--- config.mk ---
export PLATFORM = sky130hd
export DESIGN_NAME = cordic_sincos_ctrl
export DESIGN_NICKNAME = d
export VERILOG_FILES = /design/src/rtl/cordic_sincos_ctrl.sv
export SDC_FILE = /design/constraint.sdc
export NUM_CORES = 1
export LEC_CHECK = 0
export ABC_AREA = 1
export BUFFER_PORTS_ARGS = -buffer_cell sky130_fd_sc_hd__buf_2
export CORE_AREA = 4 4 97 99
export CTS_CLUSTER_SIZE = 12
export DETAILED_ROUTE_END_ITERATION = 6
export DIE_AREA = 0 0 101 103
export PLACE_DENSITY = 0.8
export SYNTH_ARGS = -nofsm -noshare
export SYNTH_HDL_FRONTEND = slang
export SYNTH_SLANG_ARGS = --single-unit
--- constraint.sdc ---
create_clock -name clk -period 2 [get_ports clk]
set_clock_uncertainty 0.1 [all_clocks]
set_input_delay 0.2 -clock clk [delete_from_list [all_inputs] [get_ports clk]]
set_output_delay 0.2 -clock clk [all_outputs]
set_load 0.01 [all_outputs]
--- src/rtl/cordic_sincos_ctrl.sv ---
// cordic_sincos_ctrl: folds a full-circle phase into CORDIC range, sequences the core, returns quadrant-corrected saturated cos/sin
module cordic_sincos_ctrl #(
  parameter logic [15:0] AMPLITUDE = 16'd19898,
  parameter int          TIMEOUT   = 32
) (
  input  logic        clk,
  input  logic        rst_n,
  input  logic        req_valid,
  output logic        req_ready,
  input  logic [15:0] req_phase,
  output logic        res_valid,
  input  logic        res_ready,
  output logic [15:0] res_cos,
  output logic [15:0] res_sin,
  output logic        err_timeout,
  output logic        core_start,
  output logic [15:0] core_angle,
  output logic [15:0] core_x,
  output logic [15:0] core_y,
  input  logic [16:0] core_cos,
  input  logic [16:0] core_sin,
  input  logic        core_done,
  input  logic        core_busy
);
  typedef enum logic [1:0] {IDLE, LAUNCH, WAIT, HOLD} state_t;
  localparam int CW = $clog2(TIMEOUT + 1);
  state_t          state_q, state_d;
  logic [15:0]     angle_q, angle_d, cos_q, cos_d, sin_q, sin_d;
  logic [CW-1:0]   cnt_q, cnt_d;
  logic            neg_q, neg_d, err_q, err_d;
  logic            out_range;
  // Negate when the phase was folded by 180 deg, then clamp symmetric so -32768 never appears
  function automatic logic [15:0] fix(input logic [16:0] v, input logic n);
    logic signed [17:0] w;
    w = n ? -$signed({v[16], v}) : $signed({v[16], v});
    return (w > 18'sd32767) ? 16'h7fff : (w < -18'sd32767) ? 16'h8001 : w[15:0];
  endfunction
  assign out_range   = req_phase[15] ^ req_phase[14];
  assign req_ready   = state_q == IDLE;
  assign res_valid   = state_q == HOLD;
  assign res_cos     = cos_q;
  assign res_sin     = sin_q;
  assign err_timeout = err_q;
  assign core_angle  = angle_q;
  assign core_x      = AMPLITUDE;
  assign core_y      = 16'd0;
  // Next-state, capture and correction logic for the request/launch/wait/hold sequence
  always_comb begin
    state_d    = state_q;
    angle_d    = angle_q;
    neg_d      = neg_q;
    cnt_d      = cnt_q;
    cos_d      = cos_q;
    sin_d      = sin_q;
    err_d      = err_q;
    core_start = 1'b0;
    case (state_q)
      IDLE: if (req_valid) begin
        angle_d = out_range ? {~req_phase[15], req_phase[14:0]} : req_phase;
        neg_d   = out_range;
        state_d = LAUNCH;
      end
      LAUNCH: if (!core_busy) begin
        core_start = 1'b1;
        cnt_d      = '0;
        state_d    = WAIT;
      end
      WAIT: begin
        cnt_d = cnt_q + CW'(1);
        if (core_done) begin
          cos_d   = fix(core_cos, neg_q);
          sin_d   = fix(core_sin, neg_q);
          state_d = HOLD;
        end else if (cnt_q == CW'(TIMEOUT - 1)) begin
          err_d   = 1'b1;
          state_d = IDLE;
        end
      end
      HOLD: if (res_ready) state_d = IDLE;
      default: state_d = IDLE;
    endcase
  end
  // State and datapath registers, asynchronously cleared
  always_ff @(posedge clk or negedge rst_n) begin
    if (!rst_n) begin
      state_q <= IDLE;
      angle_q <= '0;
      neg_q   <= 1'b0;
      cnt_q   <= '0;
      cos_q   <= '0;
      sin_q   <= '0;
      err_q   <= 1'b0;
    end else begin
      state_q <= state_d;
      angle_q <= angle_d;
      neg_q   <= neg_d;
      cnt_q   <= cnt_d;
      cos_q   <= cos_d;
      sin_q   <= sin_d;
      err_q   <= err_d;
    end
  end
endmodule

==> results of run 1 <==
-- tightest hold or removal path: stages --
cell	delay (ns)
buf_2	0.10
nand2_1	0.07
nand2_1	0.06
-- worst max path at each step --
stage | cells after the start | slack (ns) | start | to
4_1_cts | 13 | 0.01 | neg_q | res_sin[1]
3_3_place_gp | 12 | -0.20 | core_sin[0] | res_sin[2]
3_5_place_dp | 12 | -0.27 | core_sin[0] | res_sin[4]
5_1_grt | 13 | -0.17 | neg_q | res_sin[4]
6_report | 13 | -0.02 | neg_q | res_sin[4]
2_1_floorplan | 14 | 0.19 | core_cos[1] | res_cos[10]
-- cell usage in the layout (no fill, tap or decap), drive strengths merged, types with 2 or more instances in the layout --
cell / n
ha: 3
a21boi: 2
clkinvlp: 2
nand4: 2
nand2: 205
o21ai: 26
nor2: 68
xor2: 8
dfrtp: 58
a21oi: 29
dlygate4sd3: 15
nand3: 36
buf: 164
nand3b: 7
or2: 30
o21a: 2
conb: 32
nor3: 3
clkinv: 3
inv: 100
clkbuf: 11
bufinv: 2
-- through the flow --
stage | hold WS, ns | power (W) | area [um2] | setup TNS [ns]
after global placement | 0.122 | 0.00568 | 5160 | -4.27
after detailed placement | 0.123 | 0.00582 | 5160 | -5.50
after CTS | 0.00444 | 0.00711 | 5550 | 0
after global routing | 0.0185 | 0.00841 | 5890 | -2.86
after floorplan | -0.196 | 0.00464 | 4480 | 0
final | 0.0190 | 0.00783 | 5890 | -0.0861
-- flip-flops by register name, indices dropped and copies added (netlist names) --
name,flops
neg_q,1
res_sin,16
res_cos,16
core_angle,16
cnt_q,6
state_q,2
err_timeout,1
-- repair_timing --
| action | 4_1_cts | 5_1_grt |
|---|---|---|
| hold buffers | 15 | 0 |
| hold endpoints to repair | 72 | 0 |
| buffers inserted | 0 | 11 |
| cloned | 0 | 5 |
| pin swaps | 0 | 23 |
| resized for setup | 4 | 55 |
| endpoints found under the setup margin | 15 | 30 |
-- power by group through the flow --
stage	clock network, W	logic [W]	registers [W]
after global routing	0.00125	0.00507	0.00209
final	0.00119	0.00462	0.00202
after detailed placement	0	0.00379	0.00202
after CTS	0.00120	0.00389	0.00202
after floorplan	0	0.00245	0.00220
after global placement	0	0.00369	0.00199
-- cell type report --
class / instances / area share, %
Clock inverter: 7 / 1.59
Tap cell: 108 / 2.29
Inverter: 100 / 6.41
Sequential cell: 58 / 24.6
Multi-Input combinational cell: 458 / 42.0
Timing Repair Buffer: 181 / 21.0
Clock buffer: 9 / 2.10
-- cells in the mapped netlist, types with 8 or more instances --
| library cell | number |
|---|---|
| nand2_2 | 24 |
| nor2_2 | 12 |
| o21ai_0 | 20 |
| inv_1 | 97 |
| a21oi_1 | 9 |
| a21oi_2 | 20 |
| nand3_1 | 35 |
| nor2_1 | 53 |
| dfrtp_1 | 58 |
| xor2_1 | 8 |
| nand2_1 | 174 |
| buf_4 | 33 |
| or2_2 | 30 |
-- logic make-up after synthesis --
family / count (synthesis) / synth area share [%]
adder cells (fa/ha/maj): 3 / 0.860
AND/OR/NAND/NOR: 349 / 37.1
AO/OA/AOI/OAI: 64 / 10.0
other: 2 / 0.172
XOR/XNOR: 8 / 1.61
flip-flops: 58 / 33.2
buffers and inverters: 148 / 17.0
-- metal layers --
layer	global-route usage [%]	vias to the layer above	wire, um
met3	3.72	19	981
met2	34.1	185	5800
met4	7.06	0	209
li1	-	2215	-
met5	0	-	0
met1	29.1	2089	5180
==> results.md, run 1 <==
- Max-cap violations: 0
- Hold path startpoint: req_phase[14]
- Most used cell, CP: nand2_1
- Crit start category: flip-flop
- Largest area contributor in the netlist: dfrtp_1
- Layout Cells excl Fill: 921
- Multi-input logic area: approximately 2500 um2
- Clock Path Buffers: 2
- Vias after detailed routing: ~4500
- Required time of the critical path: 2.10 ns
- Leading post-synthesis cells by cell area: dfrtp_1 33%, nand2_1 15%, inv_1 8.3%, buf_4 5.7%, nor2_1 4.6%
- P&R area growth vs syn: 35.0%
- Clk sinks: 58
- Tcrit/Tclk final: 101%
- Die area: roughly 10000 um2
- CP max stage cell: dfrtp_2
- NetSw: between 0.003 and 0.004 W
- Core Rows: 34
- Synth Warn #: 0
- Peak supply drop: 0.000565 V
- WP data arrival: around 2.1 ns
- Clk_lat worst skew: 0.34 ns
- Number of synthesized flops with an enable pin: 0
- RePlAce Congestion: between 0.8 and 0.9
- Total grt overflow: 0
- Synth cell types: 35
- Initial antenna violation count: 0
- CP max FO: 8
- Switching part of the total: 43.7%
- Htree depth: 3
- Top cell type's share of synthesized area: between 30% and 40%
- Slew HR: between 60 and 70%
- FF-to-FF End: res_sin[4]
- GR Util All Layers: a little over a fifth
- CTS tree: yes
- DR iter-0 viols: between 200 and 250
- Post-layout nets: roughly 870
- Fin. max-slew vios: 0
- CTS root buf: clkbuf_8
- Pre-Repair DR Iteration Count: 5
- Seq/Total Area, Yosys: between 30% and 40%
- Detailed Place HPWL: about 8400 um
- Synthesized flop and latch total: 58
- Buf/Inv on CP: 2
- Pwr dens: 1330 nW/um2
- IO Pins: 140
- Die H: 103 um
- Pre-CTS WS: -0.270 ns
- Combinational Power Share: approximately three fifths
- R2R Path Start: neg_q
- Cell internal pwr: 0.00441 W
- Hold EP: core_angle[15]
- Final Worst Setup Slack: -0.0223 ns
- Cell breakdown of the critical path: buf_6 -> clkbuf_16 -> nand2_2 -> nand2_1 -> nand2_2 -> nor3_2 -> nand2_1 -> nor2_1 -> nand2_1 -> nand2_4 -> nand2_8 -> nand2_1 -> a21oi_1
- Status: finished with violations
- N_diodes: 0
- R2R Setup Slk: -0.02 ns
- RSZ-0062 raised after global routing: true
- Total CTS buffers: 9
- Fillers: 670
- Worst setup EP type: flip-flop
- Largest net degree at the start of global routing: between 50 and 60
- # DRC: 0
- Least-Margin Pin Slew: just over 0.5 ns
- Average cell area after synthesis: 6.91 um2
- Remaining antenna violation count: 0
- Post-Route WL: between 10000 and 15000 um
- Register area: approximately 1500 um2
- Failing checks: setup timing
- Starting Density: 51.1%
- Part of the power in registers: approximately 26%
- FMAX: just under 0.5 GHz
- Synth Cell Area: 4370 um2
- Worst R2R Path Depth: 13
- Power share of the clock group: between 10% and 20%
- Via count of the first global-routing pass: 3949
- Core area: 8550 um2
- WS Path Type: reg -> reg
- Worst hold path class: in -> reg
- Fin. Hold Viols: 0
- Placed cells: approximately 870
- Fin crit period: about 2.0 ns
- Layout cell share with drive strength beyond 1: about two fifths
- Register clock-pin slew on the reported worst setup and hold paths: ~0.070 ns
- Global-route wire length before repair: 17900 um
- Synth Flop Type: dfrtp_1
- DIE WIDTH: around 100 um
- # setup viols final: 9
- Cells after synthesis: about 630
- Vias per cell: approximately 4.9
- Number of stages on the worst hold path: 3
- Leakage: about 3.2 nW
- Asr flop ratio synth: between 90% and 100%
- CP max stage delay: between 0.4 and 0.5 ns
- Buffers on Ports: between 100 and 150
- Wire per inst: around 13 um
- Final core utilization: between 60% and 70%
- Worst path top cell family by delay: simple AND/OR/NAND/NOR gates
Note: power is estimated with default switching activity, not from simulation.
==> run 2: changes to the inputs <==
--- a/config.mk
+++ b/config.mk
@@ -5,12 +5,11 @@
 export SDC_FILE = /design/constraint.sdc
 export NUM_CORES = 1
 export LEC_CHECK = 0
-export ABC_AREA = 1
 export BUFFER_PORTS_ARGS = -buffer_cell sky130_fd_sc_hd__buf_2
-export CORE_AREA = 4 4 97 99
+export CORE_AREA = 4 4 94 96
 export CTS_CLUSTER_SIZE = 12
 export DETAILED_ROUTE_END_ITERATION = 6
-export DIE_AREA = 0 0 101 103
+export DIE_AREA = 0 0 98 100
 export PLACE_DENSITY = 0.8
 export SYNTH_ARGS = -nofsm -noshare
 export SYNTH_HDL_FRONTEND = slang
==> run 2 against run 1 <==
The flow still finishes with violations (setup timing). Synthesized cell count down 28%. Clock power fell by 18%. Routed wire length rose by 17%. Critical path depth shrank 3. Via count decreased by 0.53%. Maximum frequency decreased by 13%. Sequential power grew 3%. Utilization rose by 7.7 points. Setup slack lost 0.29 ns. Largest cell class unchanged. Highest routed layer unchanged.
==> results.md, run 2 <==
- Largest area contributor in the netlist: dfrtp_1
- Fin. max-slew vios: 0
- Die area: 9800 um2
- Wire per inst: ~18 um
- Starting Density: 49.5%
- DIE WIDTH: roughly 98 um
- Synth Flop Type: dfrtp_1
- Htree depth: 3
- Core area: roughly 8100 um2
- Crit start category: primary input
- Asr flop ratio synth: 100%
- Status: finished with violations
- Final Worst Setup Slack: -0.313 ns
- Max-cap violations: 0
- Worst setup EP type: flip-flop
- FMAX: around 0.43 GHz
- Clk_lat worst skew: 0.33 ns
- Clock Path Buffers: 2
- WP depth: 10
- R2R Path Start: neg_q
- Layout cell share with drive strength beyond 1: between 40% and 50%
- Largest net degree at the start of global routing: between 50 and 60
- Pre-CTS WS: -0.753 ns
- Buf/Inv on CP: 3
- Fillers: 482
- WP data arrival: 2.43 ns
- Power Total: between 0.007 and 0.008 W
- RePlAce Congestion: 0.942
- Cells after synthesis: ~460
- Leading post-synthesis cells by cell area: dfrtp_1 36%, buf_4 6.2%, o21ai_0 4.8%, mux2_2 4.2%, xnor2_1 4.2%
- Synth Cell Area: 3990 um2
- Global-route wire length before repair: approximately 21000 um
- Vias after detailed routing: about 4500
- Pre-Repair DR Iteration Count: 5
- Met3 Use GR: 5.56%
- Pwr dens: approximately 1200 nW/um2
- Worst R2R Path Depth: 7
- Clk sinks: 58
- WS Path Type: in -> reg
- Initial antenna violation count: 0
- GR Util met2: a little over two fifths
- Register clock-pin slew on the reported worst setup and hold paths: approximately 0.070 ns
- Gr busiest metal: met2
- CP max FO: 8
- GR Util All Layers: about a quarter
- Post-layout nets: 722
- N_diodes: 0
- RSZ-0062 raised after global routing: true
- IO Pins: 140
- FF-to-FF End: res_cos[1]
- Post-Route WL: 14200 um
- TNS Setup: -6.51 ns
- Total grt overflow: 0
- Seq/Total Area, Yosys: a little over a third
- Total CTS buffers: 9
- Worst path top cell family by delay: simple AND/OR/NAND/NOR gates
- Peak supply drop: 0.000858 V
- R2R Setup Slk: -0.21 ns
- Fin crit period: roughly 2.3 ns
- Synth top cells by count: 58 x dfrtp_1, 41 x nand2_1, 38 x o21ai_0, 33 x buf_4, 24 x clkbuf_1
- Top cell type's share of synthesized area: around 36%
- Die H: 100 um
- CP max stage delay: ~0.54 ns
- Fin. Hold Viols: 0
- Leakage: between 2 and 3 nW
- Average cell area after synthesis: a little under 9 um2
- Synth cell types: 62
- Core Rows: 33
- CP Capture Point: res_sin[2]
- Remaining antenna violation count: 0
- DR iter-0 viols: between 400 and 500
- Slew HR: between 60% and 70%
- Met1 Usage GRT: 31.7%
- CP max stage cell: or4b_4
- Most common cell after layout, fill and taps aside: buf_2
- Worst hold path class: in -> reg
- Failing checks: setup timing
- Synth Warn #: 0
- Most frequent cell after synthesis: dfrtp_1
- P&R area growth vs syn: 54.8%
- Cell breakdown of the critical path: buf_2 -> inv_2 -> ha_4 -> or4b_4 -> o41ai_4 -> xor2_1 -> nand4_1 -> nor4_4 -> buf_4 -> nor3_1
- CTS root buf: clkbuf_8
- Synthesized flop and latch total: 58
- Detailed Place HPWL: around 9000 um
- Buffers on Ports: around 110
- Number of synthesized flops with an enable pin: 0
- Least-Margin Pin Slew: 0.502 ns
- Via count of the first global-routing pass: ~4400
- Most frequent cells in the layout: 99 x buf_2, 98 x buf_4, 57 x dfrtp_1, 41 x nand2_1, 32 x conb_1
- Vias per cell: 5.80
- Tcrit/Tclk final: 116%
- CP startpoint: core_sin[0]
- # setup viols final: 30
- # DRC: 0
- CTS tree: yes
- Required time of the critical path: ~2.1 ns
==> run 2: changes by cell type after synthesis, moves of 12 or more <==
cell      change
or2_2        -25
o21ai_0      +18
xnor2_1      +19
inv_1        -82
nor2_1       -31
o22ai_1      +12
nor3_1       +14
nand2_2      -24
nand2_1     -133
mux2_2       +15
clkbuf_1     +19
nor2_2       -12
a21oi_2      -20
nand3_1      -27
==> run 2: how the worst min path moves through the flow <==
stage	from	end	slack, ns	depth (start not counted)
after detailed placement	rst_n	res_cos[6]	0.13	2
final	req_phase[6]	core_angle[6]	0.03	2
after floorplan	rst_n	cnt_q[0]	-0.20	0
after CTS	req_phase[0]	core_angle[0]	0.001	2
after global routing	req_phase[6]	core_angle[6]	0.007	2
after global placement	rst_n	res_cos[6]	0.12	2
==> run 2: layer usage <==
| layer | part of all wire [%] | wire length [um] | vias up |
|---|---|---|---|
| li1 | - | - | 1992 |
| met1 | 38 | 5440 | 2135 |
| met2 | 49 | 6930 | 284 |
| met3 | 8.5 | 1200 | 73 |
| met4 | 4.4 | 621 | 0 |
| met5 | 0 | 0 | - |
==> run 2: layout make-up <==
| cell class | count | area [um2] | share of cell area [%] |
|---|---|---|---|
| flip-flops and latches | 58 | 1450 | 23.5 |
| clock buffers | 10 | 138 | 2.23 |
| clock inverters | 6 | 42.5 | 0.689 |
| multi-input cells | 350 | 2670 | 43.3 |
| well taps | 105 | 131 | 2.13 |
| repair buffers | 229 | 1670 | 27.0 |
| inverters | 15 | 66.3 | 1.07 |
==> run 2: cell families after synthesis <==
kind of cell | count (synthesis) | synth area share (%)
other cells | 2 | 0.188
compound gates | 114 | 19.1
fa+ha+maj | 3 | 0.942
simple gates | 154 | 20.9
xor+xnor | 27 | 5.93
flops | 58 | 36.4
buf+inv | 78 | 10.8
mux | 20 | 5.81
==> run 2: per-stage QoR <==
step / util, % / cell area [um2] / cells / hold WS (ns)
after CTS: 72.9 / 5870 / 760 / 0.00114
after global routing: 76.6 / 6170 / 773 / 0.00734
after global placement: 64.4 / 5180 / 721 / 0.121
final: 76.6 / 6170 / 773 / 0.0278
after floorplan: - / 4230 / 486 / -0.196
after detailed placement: 64.4 / 5180 / 721 / 0.127
==> run 2: timing repair <==
| action | 4_1_cts | 5_1_grt |
|---|---|---|
| hold buffers | 13 | 1 |
| setup buffers | 10 | 9 |
| endpoints found under the setup margin | 31 | 31 |
| gates cloned | 0 | 3 |
| hold endpoints to repair | 70 | 1 |
| pin swaps | 21 | 9 |
| resized for setup | 69 | 28 |
==> run 2: where the power goes <==
part / switching [W] / total [W] / internal [W]
clock: 0.000490 / 0.000972 / 0.000482
sequential: 0.000359 / 0.00208 / 0.00172
combinational: 0.00225 / 0.00446 / 0.00221
total: 0.00310 / 0.00751 / 0.00441
==> run 3: changes to the inputs <==
--- a/config.mk
+++ b/config.mk
@@ -6,11 +6,11 @@
 export NUM_CORES = 1
 export LEC_CHECK = 0
 export BUFFER_PORTS_ARGS = -buffer_cell sky130_fd_sc_hd__buf_2
-export CORE_AREA = 4 4 94 96
+export CORE_AREA = 4 4 100 102
 export CTS_CLUSTER_SIZE = 12
 export DETAILED_ROUTE_END_ITERATION = 6
-export DIE_AREA = 0 0 98 100
-export PLACE_DENSITY = 0.8
+export DIE_AREA = 0 0 104 106
+export PLACE_DENSITY = 0.71
 export SYNTH_ARGS = -nofsm -noshare
 export SYNTH_HDL_FRONTEND = slang
 export SYNTH_SLANG_ARGS = --single-unit
==> run 3 against run 2 <==
The flow still finishes with violations (setup timing). Combinational power down 5.4%. Critical path depth is 2 lower. First-iteration DRC count shrank 35%. Power decreased by 2.2%. Sequential power is essentially flat. Critical path type unchanged. Largest cell class unchanged. Largest power group unchanged. Highest routed layer unchanged.
==> results.md, run 3 (synthesized netlist as in run 2, its figures left out) <==
- Fillers: 695
- Remaining antenna violation count: 0
- CP max stage delay: 0.58 ns
- # setup viols final: 31
- CP startpoint: core_cos[5]
- Worst hold path class: in -> reg
- Worst setup EP type: flip-flop
- Starting Density: between 40% and 50%
- Global-route wire length before repair: 20200 um
- Clk_lat worst skew: between 0.3 and 0.4 ns
- Leakage: 2.81 nW
- DR iter-0 viols: around 300
- Status: finished with violations
- Largest net degree at the start of global routing: 53
- Most common cell after layout, fill and taps aside: buf_2
- Total CTS buffers: 9
- Vias per cell: around 5.5
- RSZ-0062 raised after global routing: true
- # DRC: 0
- Pwr dens: 1210 nW/um2
- Post-layout nets: 723
- Cell breakdown of the critical path: buf_8 -> or4_4 -> buf_4 -> o21ai_0 -> nand4b_1 -> or4_4 -> nor3_4 -> o31ai_1
- Clock Path Buffers: 2
- Worst R2R Path Depth: 7
- CP max stage cell: or4_4
- Placed cells: 735
- CP max FO: 4
- CTS root buf: clkbuf_8
- Fin crit period: around 2.3 ns
- WP data arrival: 2.38 ns
- Hold Slack: about 0.022 ns
- R2R Setup Slk: -0.26 ns
- Worst path top cell family by delay: simple AND/OR/NAND/NOR gates
- N_diodes: 0
- R2R Path Start: neg_q
- Pre-CTS WS: -0.819 ns
- Peak supply drop: between 0.0007 and 0.0008 V
- Pre-Repair DR Iteration Count: 5
- Hold EP: core_angle[8]
- Via count of the first global-routing pass: between 4000 and 5000
- Clk sinks: between 50 and 60
- Slew HR: a little under three fifths
- Vias after detailed routing: between 4000 and 5000
- FF-to-FF End: res_cos[1]
- Detailed Place HPWL: between 8000 and 9000 um
- Most used cell, CP: or4_4
- Buf/Inv on CP: 2
- Fin. max-slew vios: 0
- Total grt overflow: 0
- Max-cap violations: 0
- Die H: 106 um
- Required time of the critical path: 2.10 ns
- Core Rows: 35
- Layout Cells excl Fill: slightly below 800
- Register clock-pin slew on the reported worst setup and hold paths: 0.07 ns
- RePlAce Congestion: between 0.9 and 1
- WS Path Type: in -> reg
- Post-Route WL: ~13000 um
- Most frequent cells in the layout: 101 x buf_2, 100 x buf_4, 57 x dfrtp_1, 41 x nand2_1, 32 x conb_1
- Final Worst Setup Slack: -0.272 ns
- Core area: about 9000 um2
- GR Util All Layers: around 22%
- DIE WIDTH: about 100 um
- Least-Margin Pin Slew: roughly 0.63 ns
- Die area: between 10000 and 15000 um2
- Htree depth: 3
- Number of stages on the worst hold path: 2
- P&R area growth vs syn: 52.3%
- TNS Setup: -5.58 ns
- FMAX: ~0.44 GHz
- Crit start category: primary input
- CTS tree: yes
- Hold path startpoint: req_phase[8]
- Failing checks: setup timing
- Layout cell share with drive strength beyond 1: between 40 and 50%
- Initial antenna violation count: 0
- Fin. Hold Viols: 0
- Tcrit/Tclk final: 114%
- IO Pins: 140
- Wire per inst: 17.3 um
- Buffers on Ports: ~110
run 3: report_power, final:
group          switching [W]  leakage (nW)  internal [W]
combinational        0.00214          2.02       0.00208
sequential          0.000334         0.696       0.00172
clock               0.000478        0.0941      0.000598
total                0.00295          2.81       0.00439
run 3: worst max path at each step:
stage	to	slack [ns]	cells past startpoint
after CTS	res_sin[7]	-0.20	8
final	res_cos[1]	-0.27	8
after detailed placement	res_sin[7]	-0.82	8
after global routing	res_cos[1]	-0.29	9
after global placement	res_sin[1]	-0.70	10
after floorplan	res_cos[0]	-0.60	7
run 3: cell type report:
cell class	instances	area [um2]	area share, %
clock buffer	10	138	2.27
clock inverter	5	55.1	0.907
inverter	15	63.8	1.05
multi-input combinational	350	2590	42.7
sequential	58	1450	23.9
tap	111	139	2.29
timing repair buffer	230	1630	26.8
run 3: layer usage:
layer	vias to the layer above	global-route usage [%]	part of all wire, %
met2	233	37.8	48
met3	54	5.83	7.7
met5	-	0	0
li1	2000	-	-
met4	0	8.45	3.9
met1	2028	27.0	40
run 3: stage by stage:
step / power [W] / util, % / cell area, um2
3_3_place_gp: 0.00548 / 57.4 / 5230
2_1_floorplan: 0.00410 / - / 4230
5_1_grt: 0.00779 / 66.6 / 6070
4_1_cts: 0.00703 / 64.2 / 5850
6_report: 0.00734 / 66.6 / 6070
3_5_place_dp: 0.00558 / 57.4 / 5230
run 3: repair_timing:
| item | CTS | global route |
|---|---|---|
| gates resized for setup | 53 | 35 |
| cloned | 0 | 1 |
| hold buffers | 14 | 0 |
| setup endpoints to repair | 31 | 31 |
| endpoints found under the hold margin | 71 | 0 |
| pin swaps | 19 | 11 |
| buffers inserted | 11 | 4 |
